==> config.mk <==
export PLATFORM = sky130hd
export DESIGN_NAME = fp_divider_seq
export DESIGN_NICKNAME = d
export VERILOG_FILES = /design/src/rtl/fp_pkg.sv /design/src/rtl/fp_lzc.sv /design/src/rtl/fp_divider_seq.sv
export SDC_FILE = /design/constraint.sdc
export NUM_CORES = 1
export LEC_CHECK = 0
export ABC_AREA = 1
export CAP_MARGIN = 20
export CORE_MARGIN = 2
export CORE_UTILIZATION = 30
export DETAILED_ROUTE_END_ITERATION = 16
export PLACE_DENSITY_LB_ADDON = 0.25
export SLEW_MARGIN = 20
export SYNTH_ARGS = -nofsm -noshare
export SYNTH_HDL_FRONTEND = slang
export SYNTH_SLANG_ARGS = --single-unit
==> constraint.sdc <==
create_clock -name clk -period 8.3 [get_ports clk]
set_input_delay 1.66 -clock clk [delete_from_list [all_inputs] [get_ports clk]]
set_output_delay 1.66 -clock clk [all_outputs]
set_load 0.02 [all_outputs]
==> src/rtl/fp_pkg.sv <==
// Shared FPU constants and FSM state type for the single-precision units.
package fp_pkg;

  localparam int unsigned EXP_W = 8;
  localparam int unsigned MAN_W = 23;
  localparam int unsigned BIAS  = 127;
  localparam int unsigned QB    = MAN_W + 2;
  localparam int unsigned W     = EXP_W + MAN_W + 1;

  localparam logic [W-1:0] QNAN = 32'h7FC0_0000;
  localparam logic [W-1:0] INF  = 32'h7F80_0000;

  typedef enum logic [1:0] {
    IDLE,
    PREP,
    DIV,
    POST
  } state_t;

endpackage

==> src/rtl/fp_lzc.sv <==
// Combinational leading-zero count; an all-zero input reports W.
module fp_lzc #(
  parameter int unsigned W  = 24,
  parameter int unsigned CW = $clog2(W + 1)
) (
  input  logic [W-1:0]  v,
  output logic [CW-1:0] cnt
);

  logic found;

  always_comb begin
    cnt   = CW'(W);
    found = 1'b0;
    for (int unsigned i = 0; i < W; i++) begin
      if (!found && v[W-1-i]) begin
        cnt   = CW'(i);
        found = 1'b1;
      end
    end
  end

endmodule

==> src/rtl/fp_divider_seq.sv <==
// Iterative single-precision divider, restoring radix-2, truncating.
// FP_DIV_SPECIAL_EN enables NaN/infinity decoding of exp=all-ones operands.
module fp_divider_seq #(
  parameter int unsigned EXP_W = fp_pkg::EXP_W,
  parameter int unsigned MAN_W = fp_pkg::MAN_W
) (
  input  logic                   clk,
  input  logic                   rst_n,
  input  logic                   start,
  input  logic [EXP_W+MAN_W:0]   operand1,
  input  logic [EXP_W+MAN_W:0]   operand2,
  output logic                   busy,
  output logic                   done,
  output logic [EXP_W+MAN_W:0]   result,
  output logic                   overflow,
  output logic                   underflow,
  output logic                   div_zero
);

  import fp_pkg::*;

  localparam int unsigned W  = EXP_W + MAN_W + 1;
  localparam int unsigned MW = MAN_W + 1;
  localparam int unsigned QB = MAN_W + 2;
  localparam int unsigned SE = EXP_W + 2;
  localparam int unsigned LZ = $clog2(MW + 1);
  localparam int unsigned CW = $clog2(QB);

  localparam logic [SE-1:0]    BIASV = SE'((1 << (EXP_W - 1)) - 1);
  localparam logic [SE-1:0]    EMAXV = SE'((1 << EXP_W) - 1);
  localparam logic [EXP_W-1:0] EONES = '1;
  localparam logic [EXP_W-1:0] EZERO = '0;
  localparam logic [MAN_W-1:0] MZERO = '0;

  state_t state, state_nx;

  logic [W-1:0]     op1, op2;
  logic [EXP_W-1:0] e1, e2;
  logic [MW-1:0]    m1raw, m2raw, m1n, m2n, dvs;
  logic [LZ-1:0]    lz1, lz2;
  logic [SE-1:0]    ex1, ex2, exp_prep, exp_q, exp_adj;
  logic [MW:0]      rem, diff;
  logic             ge;
  logic [QB-1:0]    q;
  logic [MAN_W-1:0] mant;
  logic [CW-1:0]    cnt;
  logic             sign_q, z1, z2, z1_q, z2_q, done_q;
  logic             accept, ld_prep, step, fin;
  logic [W-1:0]     res_nx;
  logic             ovf_nx, unf_nx, dz_nx;

`ifdef FP_DIV_SPECIAL_EN
  logic             e1ff, e2ff, nan1, nan2, inf1, inf2;
  logic             spec_hit, spec_q;
  logic [W-1:0]     spec_val, spec_res;
`endif

  fp_lzc #(.W(MW), .CW(LZ)) u_lzc1 (.v(m1raw), .cnt(lz1));
  fp_lzc #(.W(MW), .CW(LZ)) u_lzc2 (.v(m2raw), .cnt(lz2));

  // Operand decode: subnormals get exponent 1 and are normalized here.
  always_comb begin
    e1       = op1[W-2:MAN_W];
    e2       = op2[W-2:MAN_W];
    m1raw    = {|e1, op1[MAN_W-1:0]};
    m2raw    = {|e2, op2[MAN_W-1:0]};
    z1       = ~|m1raw;
    z2       = ~|m2raw;
    m1n      = m1raw << lz1;
    m2n      = m2raw << lz2;
    ex1      = (e1 == EZERO) ? SE'(1) : SE'(e1);
    ex2      = (e2 == EZERO) ? SE'(1) : SE'(e2);
    ex1      = ex1 - SE'(lz1);
    ex2      = ex2 - SE'(lz2);
    exp_prep = ex1 - ex2 + BIASV;
  end

`ifdef FP_DIV_SPECIAL_EN
  always_comb begin
    e1ff     = &e1;
    e2ff     = &e2;
    nan1     = e1ff && (|op1[MAN_W-1:0]);
    nan2     = e2ff && (|op2[MAN_W-1:0]);
    inf1     = e1ff && !(|op1[MAN_W-1:0]);
    inf2     = e2ff && !(|op2[MAN_W-1:0]);
    spec_hit = e1ff || e2ff || (z1 && z2);
    if (nan1 || nan2 || (inf1 && inf2) || (z1 && z2))
      spec_val = {1'b0, EONES, 1'b1, MZERO[MAN_W-2:0]};
    else if (inf1)
      spec_val = {op1[W-1] ^ op2[W-1], EONES, MZERO};
    else
      spec_val = {op1[W-1] ^ op2[W-1], EZERO, MZERO};
  end
`endif

  always_ff @(posedge clk or negedge rst_n) begin
    if (!rst_n) state <= IDLE;
    else        state <= state_nx;
  end

  always_comb begin
    state_nx = state;
    case (state)
      IDLE:    if (start) state_nx = PREP;
      PREP:    state_nx = DIV;
      DIV:     if (cnt == '0) state_nx = POST;
      POST:    state_nx = IDLE;
      default: state_nx = IDLE;
    endcase
  end

  always_comb begin
    busy    = (state != IDLE);
    done    = done_q;
    accept  = (state == IDLE) && start;
    ld_prep = (state == PREP);
    step    = (state == DIV);
    fin     = (state == POST);
  end

  always_comb begin
    diff = rem - {1'b0, dvs};
    ge   = (rem >= {1'b0, dvs});
  end

  // Quotient lies in [0.5,2): renormalize, then truncate the spare low bit.
  always_comb begin
    mant    = q[QB-1] ? q[QB-2:1] : q[QB-3:0];
    exp_adj = q[QB-1] ? exp_q : exp_q - SE'(1);
    res_nx  = {sign_q, exp_adj[EXP_W-1:0], mant};
    ovf_nx  = 1'b0;
    unf_nx  = 1'b0;
    dz_nx   = 1'b0;
    if (z2_q) begin
      res_nx = {sign_q, EONES, MZERO};
      dz_nx  = 1'b1;
    end else if (z1_q) begin
      res_nx = {sign_q, EZERO, MZERO};
    end else if (!exp_adj[SE-1] && (exp_adj >= EMAXV)) begin
      res_nx = {sign_q, EONES, MZERO};
      ovf_nx = 1'b1;
    end else if (exp_adj[SE-1] || (exp_adj == '0)) begin
      res_nx = {sign_q, EZERO, MZERO};
      unf_nx = 1'b1;
    end
`ifdef FP_DIV_SPECIAL_EN
    if (spec_q) begin
      res_nx = spec_res;
      ovf_nx = 1'b0;
      unf_nx = 1'b0;
      dz_nx  = 1'b0;
    end
`endif
  end

  always_ff @(posedge clk or negedge rst_n) begin
    if (!rst_n) begin
      op1       <= '0;
      op2       <= '0;
      sign_q    <= 1'b0;
      exp_q     <= '0;
      dvs       <= '0;
      rem       <= '0;
      q         <= '0;
      cnt       <= '0;
      z1_q      <= 1'b0;
      z2_q      <= 1'b0;
      done_q    <= 1'b0;
      result    <= '0;
      overflow  <= 1'b0;
      underflow <= 1'b0;
      div_zero  <= 1'b0;
`ifdef FP_DIV_SPECIAL_EN
      spec_q    <= 1'b0;
      spec_res  <= '0;
`endif
    end else begin
      done_q <= fin;
      if (accept) begin
        op1       <= operand1;
        op2       <= operand2;
        overflow  <= 1'b0;
        underflow <= 1'b0;
        div_zero  <= 1'b0;
      end
      if (ld_prep) begin
        sign_q <= op1[W-1] ^ op2[W-1];
        exp_q  <= exp_prep;
        dvs    <= m2n;
        rem    <= {1'b0, m1n};
        q      <= '0;
        z1_q   <= z1;
        z2_q   <= z2;
`ifdef FP_DIV_SPECIAL_EN
        // Specials pass through DIV once; that quotient is discarded in POST.
        spec_q   <= spec_hit;
        spec_res <= spec_val;
        cnt      <= spec_hit ? '0 : CW'(QB - 1);
`else
        cnt    <= CW'(QB - 1);
`endif
      end
      if (step) begin
        rem <= (ge ? diff : rem) << 1;
        q   <= {q[QB-2:0], ge};
        cnt <= cnt - CW'(1);
      end
      if (fin) begin
        result    <= res_nx;
        overflow  <= ovf_nx;
        underflow <= unf_nx;
        div_zero  <= dz_nx;
      end
    end
  end

endmodule

== After elaboration in Yosys (flattened, before gate mapping) ==
Index checks and enable logic that the tools add are counted.
Storage, ports and cells
  output and inout port bits: 37
  register bits after elaboration: 194
  memories: 0
  bits in read-only memories: 0
  logic and storage cells: 268
  memory bits (writable): 0
  bits of input ports: 67
  bits in latches: 0
Cells by class
  bitwise gates (word level): 1
  $mul: 0
  reduce and logical (&&, ||, !) cells: 111
  shift operators: 2
  equal/unequal tests: 5
  muxes and demuxes: 124
  order comparisons: 2
  add/subtract/negate cells: 7
  divide/modulo/power cells: 0
Operators with widths (count)
  $mux W5: 50
  $mux W31: 4
  $mux W25: 4
  $reduce_or A31 Y1: 2
  $mux W1: 58
  $logic_not A1 Y1: 49
  $logic_and A1 B1 Y1: 48
  $shl A24 B5 Y24: 2
  $ge A25 B24 Y1: 1
  $mux W24: 1
  $sub A24 B24 Y24: 1
  $mux W23: 1
  $sub A8 B5 Y9: 2
  $logic_not A8 Y1: 2
  $mux W8: 2
  $reduce_or A8 Y1: 2
  $add A10 B7 Y10 const B: 1
  $ge A10 B8 Y1 const B: 1
  $logic_not A10 Y1: 1
  $mux W10: 1
  $sub A10 B1 Y10 const B: 1
  $sub A9 B9 Y10: 1
  $pmux W2 S4: 1
  $reduce_bool A2 Y1: 3
  11 further kinds: 13

== Longest topological paths before layout ==
Gate-level depths: netlist of the first run.
  word-level depth: 74
  gate-level depth with buffers: 35
  depth with buffers taken out: 35

== By module ==
A second synthesis of the first run with hierarchy kept.
Unflattened totals
  cells, all modules: 2013
  area total of the unflattened synthesis: 14094.8 sq um
Modules (own cells, without submodules)
  fp_divider_seq: cells each 1851, instances 1, seq. area each 4854.7 sq um, area an instance 13241.4 sq um
  fp_lzc: cells each 81, instances 2, seq. area each 0.0 sq um, area an instance 426.7 sq um

== Least setup slack after synthesis of the first run ==
OpenSTA, ideal clock, no wires.
  path kind: reg2reg
  from: reg op1[19]
  to: reg exp_q[9]
  library setup time: 0.137 ns
  data required time: 8.163 ns
  period minus slack after synthesis: 4.528 ns
  data arrival time: 4.391 ns
  path buffers: 1
  slack: 3.772 ns
  cell stages (with the launch flop): 32
  path through: dfrtp_1 -> nor2_4 -> nand2_2 -> nor2_4 -> nand3_4 -> nor2_8 -> nand2_2 -> nor2_4 -> inv_2 -> a21oi_4 -> inv_2 -> nand3_2 -> buf_1 -> ha_1 -> a21oi_1 -> inv_1 -> a31oi_1 -> xor2_1 -> inv_1 -> ha_1 -> ha_1 -> inv_1 -> o31ai_1 -> inv_1 -> nor2_1 -> nor2_1 -> nor2_1 -> nor2_1 -> o21bai_1 -> a21oi_1 -> xnor2_1 -> o21ai_0
Between the ends
  longest elaborated chain between the ends: 62
  elaborated cells on any way between the ends: 81
  classes of those cells: add/sub: 3; mux: 39; reduce/logical: 39
Ends and longest elaborated chain
  from (decl): line fp_divider_seq.sv:37  | logic [W-1:0] op1, op2;
  from (signal assigned): line fp_divider_seq.sv:180  | op1 <= operand1;
  $logic_and A1 B1 Y1 (*): line fp_lzc.sv:16  | if (!found && v[W-1-i]) begin
  $mux W1: line fp_lzc.sv:16
  $logic_not A1 Y1: line fp_lzc.sv:16
  $logic_and A1 B1 Y1: line fp_lzc.sv:16
  $mux W1: line fp_lzc.sv:16
  $logic_not A1 Y1: line fp_lzc.sv:16
  $logic_and A1 B1 Y1: line fp_lzc.sv:16
  $mux W1: line fp_lzc.sv:16
  [46 not listed]
  $logic_and A1 B1 Y1: line fp_lzc.sv:16
  $mux W1: line fp_lzc.sv:16
  $logic_not A1 Y1: line fp_lzc.sv:16
  $logic_and A1 B1 Y1: line fp_lzc.sv:16
  $mux W5 (*): line fp_lzc.sv:16
  $sub A8 B5 Y9 (*): line fp_divider_seq.sv:73  | ex1 = ex1 - SE'(lz1);
  $sub A9 B9 Y10 (*): line fp_divider_seq.sv:75  | exp_prep = ex1 - ex2 + BIASV;
  $add A10 B7 Y10 (*): line fp_divider_seq.sv:75
  to (signal assigned): line fp_divider_seq.sv:188  | exp_q <= exp_prep;
  to (decl): line fp_divider_seq.sv:41  | logic [SE-1:0] ex1, ex2, exp_prep, exp_q, exp_adj;
Mark *: on every way between the ends. The rest lies on a longest branch, timed or not.
A chain may end at the register's enable or synchronous reset.

== Final worst setup path of the first run ==
  from: reg op2[24]
  to: reg exp_q[9]
Between the ends
  longest elaborated chain between the ends: 74
  elaborated cells on any way between the ends: 99
  classes of those cells: add/sub: 3; mux: 48; reduce/logical: 48
Ends and longest elaborated chain
  from (decl): line fp_divider_seq.sv:37
  from (signal assigned): line fp_divider_seq.sv:181  | op2 <= operand2;
  $reduce_or A8 Y1: line fp_divider_seq.sv:66  | m2raw = {|e2, op2[MAN_W-1:0]};
  $mux W1: line fp_lzc.sv:16
  $logic_not A1 Y1: line fp_lzc.sv:16
  $logic_and A1 B1 Y1: line fp_lzc.sv:16
  $mux W1: line fp_lzc.sv:16
  $logic_not A1 Y1: line fp_lzc.sv:16
  $logic_and A1 B1 Y1: line fp_lzc.sv:16
  $mux W1: line fp_lzc.sv:16
  [58 not listed]
  $logic_and A1 B1 Y1: line fp_lzc.sv:16
  $mux W1: line fp_lzc.sv:16
  $logic_not A1 Y1: line fp_lzc.sv:16
  $logic_and A1 B1 Y1: line fp_lzc.sv:16
  $mux W5: line fp_lzc.sv:16
  $sub A8 B5 Y9 (*): line fp_divider_seq.sv:74  | ex2 = ex2 - SE'(lz2);
  $sub A9 B9 Y10 (*): line fp_divider_seq.sv:75
  $add A10 B7 Y10 (*): line fp_divider_seq.sv:75
Marks and branches as above.

==> results.md, run 1 <==
* Routability congestion estimate from global placement at 0.873
* Vias per Instance at 4.98
* Fin crit share at 67.7%
* P_leak at 7.23 nW
* Post-layout min period at 5.62 ns
* Fmax at 0.178 GHz
* Worst R2R End: exp_q[9]
* First-pass GRT wire length at 63400 µm
* Slew headroom at 34.5%
* Initial DRC Count at 901
* Final wirelength at 37800 µm
* Max VDD drop at 0.000206 V
* Vias at 12.6k
* # H-tree levels at 4
* I/O Buffers at 103
* Hold crit path type: reg2reg
* Main synth FF type: dfrtp_1
* Worst EP required at 8.62 ns
* Largest net degree at the start of global routing at 116
* Initial Util at 30.5%
* Synth-to-Final Area Change at 15.4%
* Setup WS pre-CTS at 2.78 ns
* CP dominant cell by count: nor2_1
* Antenna violations before repair at 0
* #FFs+latches synth at 194
* Setup-failing EPs final at 0
* Outcome: finished clean
* Critical Path Start: op2[24]
* Dpl hpwl at 28400 µm
* Final #Nets at 2049
* RSZ-0062 raised after global routing: no
* Critical Path Max Stage Delay at 0.57 ns
* Fraction of registers with async set/reset at 100%
* Die X-Extent at 216 µm
* Most area-hungry cell type in the Yosys netlist: dfrtp_1
* Post-synth EDFFs at 0
* Die area at 46800 µm²
* CTS tree: done
* Skew-Pair Late Insertion Delay at 0.48 ns
* Ports at 104
* Final slew viol count at 0
* Crit path arrival time at 5.94 ns
* TritonCTS buffer count at 17
* # rows at 77
* Hold Vio Cnt, Final at 0
* Hold-fix buffers, CTS at 0
* FF-to-FF setup slack at 2.68 ns
* Cell Area, Synth at 13500 µm²
* Final Cell Area at 15600 µm²
* Setup crit end kind: flop
* Layout cells sized above 1 at 6.11%
* Vias in the first global route at 12.4k
* Syn Area/Cell at 7.21 µm²
* DR DRC count at 0
* Clock tree buffer depth at 2
* Clk root buf: clkbuf_16
* Core Region at 44300 µm²
* Synth top area share at 35.9%
* GRT Residual Overflow at 0
* CTS sink cnt at 194
* Synthesized instance count at 1874
* Crit Path Class: reg2reg
* YS warnings at 0
* Global-route usage over all layers at 16.7%
* Cell with the largest stage delay on the worst path: fa_1
* Tot Pwr at 6.06 mW
* Drt first pass iters at 5
* Fin Setup TNS at 0 ns
* Critical Path Fanout Max at 25
* Hold WS at 0.480 ns
* Measured slew at the worst slew-check pin at 0.982 ns
* FF-to-FF Start: op2[24]
* Final setup margin at 2.68 ns
* Synth cell types at 54
* Top post-synthesis cells by area: dfrtp_1 (36%), nand2_1 (12%), nand3_1 (7.4%)
* Post-CTS sizing at 0
* Worst reg2reg path depth at 29
* Fill cells at 4801
* Sequential element share of the synthesized area at 35.9%
* Max-cap viol count at 0
* Avg WL per Cell at 15.0 µm
* Die Span Y at 216 µm
* PD cells at 389 nW/µm²
* Commonest non-fill, non-tap cell in the layout: nand2_1
* Worst-case clock skew at 0.0162 ns
* Post-DP Area at 14900 µm²
* Setup crit end: exp_q[9]
* Commonest non-fill, non-tap cells in the layout: nand2_1 (413), nand3_1 (201), inv_1 (194), dfrtp_1 (194), nor2_1 (179)
* CP Launch Type: flop
* Clock slew seen by the registers of the worst setup and hold paths at 0.08 ns
* Ant. Diodes at 0
* Post-CTS Setup Repair Bufs at 0
* Detail Route Antenna Nets at 0
* Syn nets at 2004
[critical path: cells and delay by family (launching register included)]
kind | cells | cell delay, ns
XOR/XNOR | 2 | 0.31
flip-flops | 1 | 0.43
AO/OA/AOI/OAI | 7 | 1.01
buffers and inverters | 4 | 0.74
adder cells (fa/ha/maj) | 3 | 1.17
AND/OR/NAND/NOR | 13 | 1.81
[layout make-up]
cell class / instances / area [µm²] / share of cell area, %
Sequential cell: 194 / 4850 / 31.1
Clock buffer: 17 / 425 / 2.73
Tap cell: 592 / 741 / 4.75
Multi-Input combinational cell: 1382 / 7470 / 47.9
Clock inverter: 15 / 185 / 1.19
Timing Repair Buffer: 114 / 1130 / 7.26
Inverter: 210 / 791 / 5.07
[report_power, final]
part,internal (mW),total (mW),switching [mW]
combinational,1.28,3.63,2.34
clock,0.408,0.852,0.444
sequential,1.31,1.59,0.282
total,3.00,6.06,3.07
[how the worst min path moves through the flow]
stage,startpoint,to,slack (ns),cells past startpoint
3_5_place_dp,result[9],result[9],0.47,2
2_1_floorplan,dvs[22],dvs[22],0.45,2
3_3_place_gp,result[31],result[31],0.45,2
6_report,result[31],result[31],0.48,2
5_1_grt,dvs[22],dvs[22],0.51,2
4_1_cts,result[9],result[9],0.49,2
[kinds of logic (layout without fill, tap and decap cells)]
group                    after synthesis  count (layout)  share of synthesized area (%)
AND/OR/NAND/NOR                      907             907                           30.3
AO/OA/AOI/OAI                        355             355                           14.8
buffers and inverters                298             356                           8.94
flip-flops                           194             194                           35.9
adder cells (fa/ha/maj)               63              63                           6.06
XOR/XNOR                              43              43                           2.79
multiplexers                          14              14                           1.17
[synth_stat cells, drive strengths merged (4+ instances only)]
| cell | number |
|---|---|
| dfrtp | 194 |
| nand3b | 4 |
| nand2 | 424 |
| o21ai | 123 |
| o22ai | 31 |
| xnor2 | 16 |
| ha | 59 |
| o211ai | 15 |
| clkbuf | 55 |
| nand4 | 54 |
| xor2 | 27 |
| a21oi | 129 |
| nor4 | 5 |
| nor3 | 17 |
| nand3 | 206 |
| inv | 209 |
| mux2 | 14 |
| a31oi | 15 |
| nor2 | 192 |
| o31ai | 25 |
| fa | 4 |
| or2 | 4 |
| buf | 33 |
[metrics by stage]
step           std cells  utilization, %
2_1_floorplan       1874               -
3_3_place_gp        2490            33.7
3_5_place_dp        2490            33.7
4_1_cts             2522            35.1
5_1_grt             2524            35.2
6_report            2524            35.2
[sequential cells by signal, indices dropped and copies added (netlist names), 2 cells and up]
register / count
op1: 32
op2: 32
result: 32
q: 25
rem: 25
dvs: 24
exp_q: 10
cnt: 5
state: 2
[per-layer routing]
metal / vias up / share of wire, % / wire, µm / GRT usage (%)
li1: 6360 / - / - / -
met1: 5900 / 50 / 18800 / 23.2
met2: 263 / 44 / 16800 / 26.5
met3: 42 / 4.1 / 1570 / 2.84
met4: 0 / 1.6 / 615 / 4.61
met5: - / 0 / 0 / 0
Power figures use the tool's default switching activity.
==> run 2, diff against run 1 <==
==> constraint.sdc (replaced) <==
create_clock -name clk -period 4.97 [get_ports clk]
set_input_delay 0.994 -clock clk [delete_from_list [all_inputs] [get_ports clk]]
set_output_delay 0.994 -clock clk [all_outputs]
set_load 0.02 [all_outputs]
==> run 2 against run 1 <==
  * Clock power up 62%
  * Combinational power rose by 80%
  * Clock-buffer cell count did not move
  * Utilization rose by 0.84 points
  * Register-to-register slack worse by 2.5 ns
  * Final area increased by 2.4%
  * Non-clock buffer count is 28 higher
  * Wire length rose by 2.1%
  * Global-route usage is 0.25 points higher
  * Largest power group unchanged
==> results.md, run 2 (same netlist as run 1, synthesis figures left out) <==
* Final non-filler cell total at 2552
* CTS sink cnt at 194
* # rows at 77
* Final slew viol count at 0
* P_leak at 7.35 nW
* TritonCTS buffer count at 17
* Initial DRC Count at 836
* Final wirelength at 38600 µm
* Measured slew at the worst slew-check pin at 0.945 ns
* Crit path max-delay family: simple AND/OR/NAND/NOR gates
* Fin util at 36.0%
* Clk root buf: clkbuf_16
* Clock share of power at 13.0%
* Critical Path Fanout Max at 7
* Crit path arrival time at 5.05 ns
* Slew headroom at 36.9%
* Switching Fraction at 50.2%
* Synth-to-Final Area Change at 18.2%
* Post-layout min period at 4.75 ns
* RSZ-0062 raised after global routing: yes
* CP Launch Type: flop
* Hold crit path type: reg2reg
* Skew-Pair Late Insertion Delay at 0.46 ns
* Hold Vio Cnt, Final at 0
* Critical Path Max Stage Delay at 0.41 ns
* WP buf/inv at 7
* Clock slew seen by the registers of the worst setup and hold paths at 0.08 ns
* Detail Route Antenna Nets at 0
* Layout cells sized above 1 at 9.23%
* Comb power frac at 61.8%
* Global-route usage over all layers at 16.9%
* Outcome: finished clean
* CTS tree: done
* PD cells at 662 nW/µm²
* Fin crit share at 95.5%
* Sequential share of power at 25.2%
* Setup-failing EPs final at 0
* Largest net degree at the start of global routing at 96
* Ant. Diodes at 0
* Worst EP required at 5.28 ns
* Critical Path Start: op1[29]
* Worst reg2reg path depth at 29
* Commonest non-fill, non-tap cell in the layout: nand2_1
* Setup crit end: exp_q[9]
* Die Span Y at 216 µm
* Clock tree buffer depth at 2
* Die X-Extent at 216 µm
* Cell with the largest stage delay on the worst path: dfrtp_1
* Drt first pass iters at 5
* I/O Buffers at 103
* Dpl hpwl at 29200 µm
* Setup crit end kind: flop
* Placed Cells incl. Taps at 2507
* Max VDD drop at 0.000357 V
* Vias at 12.8k
* Max-cap viol count at 0
* Cell-internal power at 5.26 mW
* Die area at 46800 µm²
* FF-to-FF Start: op1[29]
* Core Region at 44300 µm²
* Worst-case clock skew at 0.0152 ns
* Worst R2R End: exp_q[9]
* Crit Path Class: reg2reg
* GRT Residual Overflow at 0
* Commonest non-fill, non-tap cells in the layout: nand2_1 (411), nand3_1 (201), dfrtp_1 (194)
* Initial Util at 30.5%
* Antenna violations before repair at 0
* DR DRC count at 0
* Vias in the first global route at 12.5k
* NetSw at 5.30 mW
* Avg WL per Cell at 15.1 µm
* CP Depth at 29
* Vias per Instance at 5.02
* First-pass GRT wire length at 64100 µm
* Routability congestion estimate from global placement at 0.878
* Ports at 104
* Final #Nets at 2077
* Fmax at 0.211 GHz
* # H-tree levels at 4
* FF-to-FF setup slack at 0.22 ns
* Largest regs: op1: 32 flops, op2: 32 flops, result: 32 flops
==> run 2: worst min path at each step <==
stage	cells after the start	end	from	slack, ns
6_report	2	result[31]	result[31]	0.48
5_1_grt	2	result[31]	result[31]	0.51
3_5_place_dp	2	result[31]	result[31]	0.46
3_3_place_gp	2	result[31]	result[31]	0.46
2_1_floorplan	2	dvs[22]	dvs[22]	0.45
4_1_cts	2	result[31]	result[31]	0.48
==> run 2: what timing repair did <==
action	CTS	global route
endpoints found under the setup margin	0	3
setup buffers	0	13
gates resized for setup	0	48
hold buffers	0	0
==> run 2: metal layers <==
metal	routed length [µm]	up-vias	track usage, %
li1	-	6421	-
met1	18700	6085	23.3
met2	17700	246	27.3
met3	1490	47	2.88
met4	633	0	4.54
met5	0	-	0
==> run 2: cell type report <==
class | count | area, µm²
clock buffer | 17 | 425
clock inverter | 15 | 160
fill | 4780 | 28300
inverter | 210 | 791
multi-input combinational | 1382 | 7660
sequential | 194 | 4850
tap | 592 | 741
timing repair buffer | 142 | 1330
==> run 2: power groups by stage <==
stage / logic, mW / registers [mW] / clock network, mW
after detailed placement: 6.10 / 2.68 / 0
after floorplan: 4.48 / 2.60 / 0
final: 6.53 / 2.66 / 1.38
after global routing: 7.43 / 2.74 / 1.50
after global placement: 6.03 / 2.67 / 0
after CTS: 6.14 / 2.66 / 1.43
==> run 2: worst reg2reg max path: cells and delay by family (launching register included) <==
| family | cells | cell delay, ns |
|---|---|---|
| flops | 1 | 0.41 |
| compound gates | 7 | 1.06 |
| simple gates | 9 | 1.15 |
| xor+xnor | 2 | 0.34 |
| fa+ha+maj | 4 | 1.12 |
| buf+inv | 7 | 0.52 |
==> run 2: metrics by stage <==
step                      power, mW  worst slack (ns)  hold WS, ns  setup TNS [ns]  cell area, µm²
after floorplan                7.08             0.442        0.449               0           13500
after global placement         8.70             0.168        0.456               0           15100
after detailed placement       8.79            0.0540        0.460               0           15100
after CTS                      10.2            0.0377        0.480               0           15700
after global routing           11.7            -0.181        0.509          -0.188           16000
final                          10.6             0.223        0.476               0           16000
==> run 3, diff against run 2 <==
--- a/config.mk
+++ b/config.mk
@@ -10,7 +10,9 @@
 export CORE_MARGIN = 2
 export CORE_UTILIZATION = 30
 export DETAILED_ROUTE_END_ITERATION = 16
+export GPL_TIMING_DRIVEN = 0
 export PLACE_DENSITY_LB_ADDON = 0.25
+export RECOVER_POWER = 100
 export SLEW_MARGIN = 20
 export SYNTH_ARGS = -nofsm -noshare
 export SYNTH_HDL_FRONTEND = slang
==> constraint.sdc (replaced) <==
create_clock -name clk -period 4.97 [get_ports clk]
set_input_delay 0.994 -clock clk [delete_from_list [all_inputs] [get_ports clk]]
set_output_delay 0.994 -clock clk [all_outputs]
set_load 0.005 [all_outputs]
==> run 3 against run 2 <==
  * The flow now finishes with violations (capacitance limit, slew limit, setup timing)
  * Wire length up 10%
  * Die area unchanged
  * Critical path type unchanged
  * Maximum frequency down 5.7%
  * Critical path depth up 2
  * Combinational power up 3%
  * Total power up 2.4%
  * Sequential cell count unchanged
  * Largest cell class unchanged
  * Cell count up 3.6%
==> results.md, run 3 (same netlist as run 1, synthesis figures left out) <==
* Dpl hpwl at 33500 µm
* WP buf/inv at 7
* Final wirelength at 42600 µm
* First-pass GRT wire length at 67900 µm
* Final setup margin at -0.0622 ns
* Die area at 46800 µm²
* Multi-input gate area at 7720 µm²
* Avg WL per Cell at 16.1 µm
* Hold-fix buffers, CTS at 0
* Register Area at 4860 µm²
* GRT Residual Overflow at 0
* Fmax at 0.199 GHz
* Final Cell Area at 16500 µm²
* Hold crit path type: reg2reg
* Max VDD drop at 0.000300 V
* Vias in the first global route at 12.8k
* Critical Path Max Stage Delay at 0.42 ns
* Commonest non-fill, non-tap cells in the layout: nand2_1 (414), nand3_1 (200), dfrtp_1 (189)
* Drt first pass iters at 5
* Crit Path Class: reg2reg
* Routability congestion estimate from global placement at 0.925
* Setup crit end kind: flop
* Initial Util at 30.5%
* CP dominant cell by count: nor2_1
* Die Span Y at 216 µm
* Vias per Instance at 5.03
* Clock tree buffer depth at 2
* PD cells at 654 nW/µm²
* Vias at 13.3k
* Largest regs: op1: 32 flops, op2: 32 flops, result: 32 flops
* Setup WS pre-CTS at -0.790 ns
* # H-tree levels at 4
* Measured slew at the worst slew-check pin at 2.29 ns
* Post-layout min period at 5.03 ns
* Clk root buf: clkbuf_16
* DR DRC count at 0
* CP Launch Type: flop
* Synth-to-Final Area Change at 22.4%
* CTS tree: done
* Worst-case clock skew at 0.0150 ns
* Detail Route Antenna Nets at 0
* Layout cells sized above 1 at 10.7%
* # rows at 77
* Outcome: complete, but fails checks
* Crit path arrival time at 5.36 ns
* Largest net degree at the start of global routing at 88
* Slew headroom at -52.7%
* Hold Vio Cnt, Final at 0
* CTS sink cnt at 194
* Max-cap viol count at 2
* Cell with the largest stage delay on the worst path: dfrtp_1
* Fill cells at 4722
* Ports at 104
* Fin Setup TNS at -0.0622 ns
* Post-DP Area at 15300 µm²
* Global-route usage over all layers at 18.2%
* Ant. Diodes at 0
* Setup-failing EPs final at 1
* Critical Path Fanout Max at 5
* Commonest non-fill, non-tap cell in the layout: nand2_1
* Core Region at 44300 µm²
* P_leak at 7.74 nW
* Final #Nets at 2168
* Worst EP required at 5.30 ns
* TritonCTS buffer count at 17
* Final slew viol count at 110
* Die X-Extent at 216 µm
* Fin util at 37.3%
* Clock slew seen by the registers of the worst setup and hold paths at 0.08 ns
* Failing checks: capacitance limit, slew limit, setup timing
* Skew-Pair Late Insertion Delay at 0.46 ns
* Fin crit share at 101%
* Crit path max-delay family: simple AND/OR/NAND/NOR gates
* Antenna violations before repair at 3
* I/O Buffers at 103
* RSZ-0062 raised after global routing: yes
* Initial DRC Count at 930
-- run 3: cell types whose count changed in the layout (fill, tap and decap cells not counted), moves of 5 or more --
cell and delta:
buf_6 +8, dfrtp_2 +5, buf_4 +6, clkdlybuf4s50_1 -38, buf_2 +9, clkbuf_1 +58
buf_1 +7, dfrtp_1 -5, dlygate4sd3_1 +38
-- run 3: cell type report --
cell class	instances	share of cell area [%]
multi-input combinational	1382	46.7
sequential	194	29.4
timing repair buffer	148	8.32
inverter	210	4.87
tap	592	4.48
clock buffer	17	2.57
buffer	85	2.49
clock inverter	15	1.19
-- run 3: per-layer routing --
layer | track usage [%] | vias to the layer above | wire [µm]
met5 | 0 | - | 13
met2 | 29.1 | 297 | 19400
li1 | - | 6617 | -
met3 | 3.61 | 46 | 2090
met4 | 4.11 | 2 | 655
met1 | 25.4 | 6334 | 20400
-- run 3: repair_timing --
item                                    in CTS  in global routing
setup buffers                               13                 30
pin swaps                                   13                 42
endpoints found under the hold margin        0                  0
resized for setup                           41                 43
endpoints found under the setup margin       3                  3
-- run 3: metrics by stage --
stage	instances	power, mW	hold slack [ns]
detailed placement	2571	8.93	0.468
global route	2643	11.8	0.501
CTS	2614	10.6	0.402
finish	2643	10.8	0.478
global placement	2569	8.88	0.459
floorplan	1874	7.01	0.449
-- run 3: worst paths after layout --
kind / slack, ns / depth (start not counted) / start / end
worst min-delay path: 0.48 / 2 / result[14] / result[14]
max in group asynchronous: 0.90 / 2 / rst_n / op1[21]
worst max-delay path: -0.06 / 31 / op1[25] / exp_q[9]
min in group asynchronous: 1.20 / 1 / rst_n / op1[31]
worst max register to register: -0.06 / 31 / op1[25] / exp_q[9]
worst min register to register: 0.48 / 2 / result[14] / result[14]
-- run 3: tightest hold or removal path: cells and delay by family (launching register included) --
family	cells	cell delay [ns]
AND/OR/NAND/NOR	1	0.05
AO/OA/AOI/OAI	1	0.05
flip-flops	1	0.34
-- run 3: power by group --
part	switching, mW	internal (mW)	leakage, nW
registers	0.459	2.18	2.34
logic	4.28	2.45	5.10
clock network	0.727	0.728	0.299
total	5.47	5.36	7.74
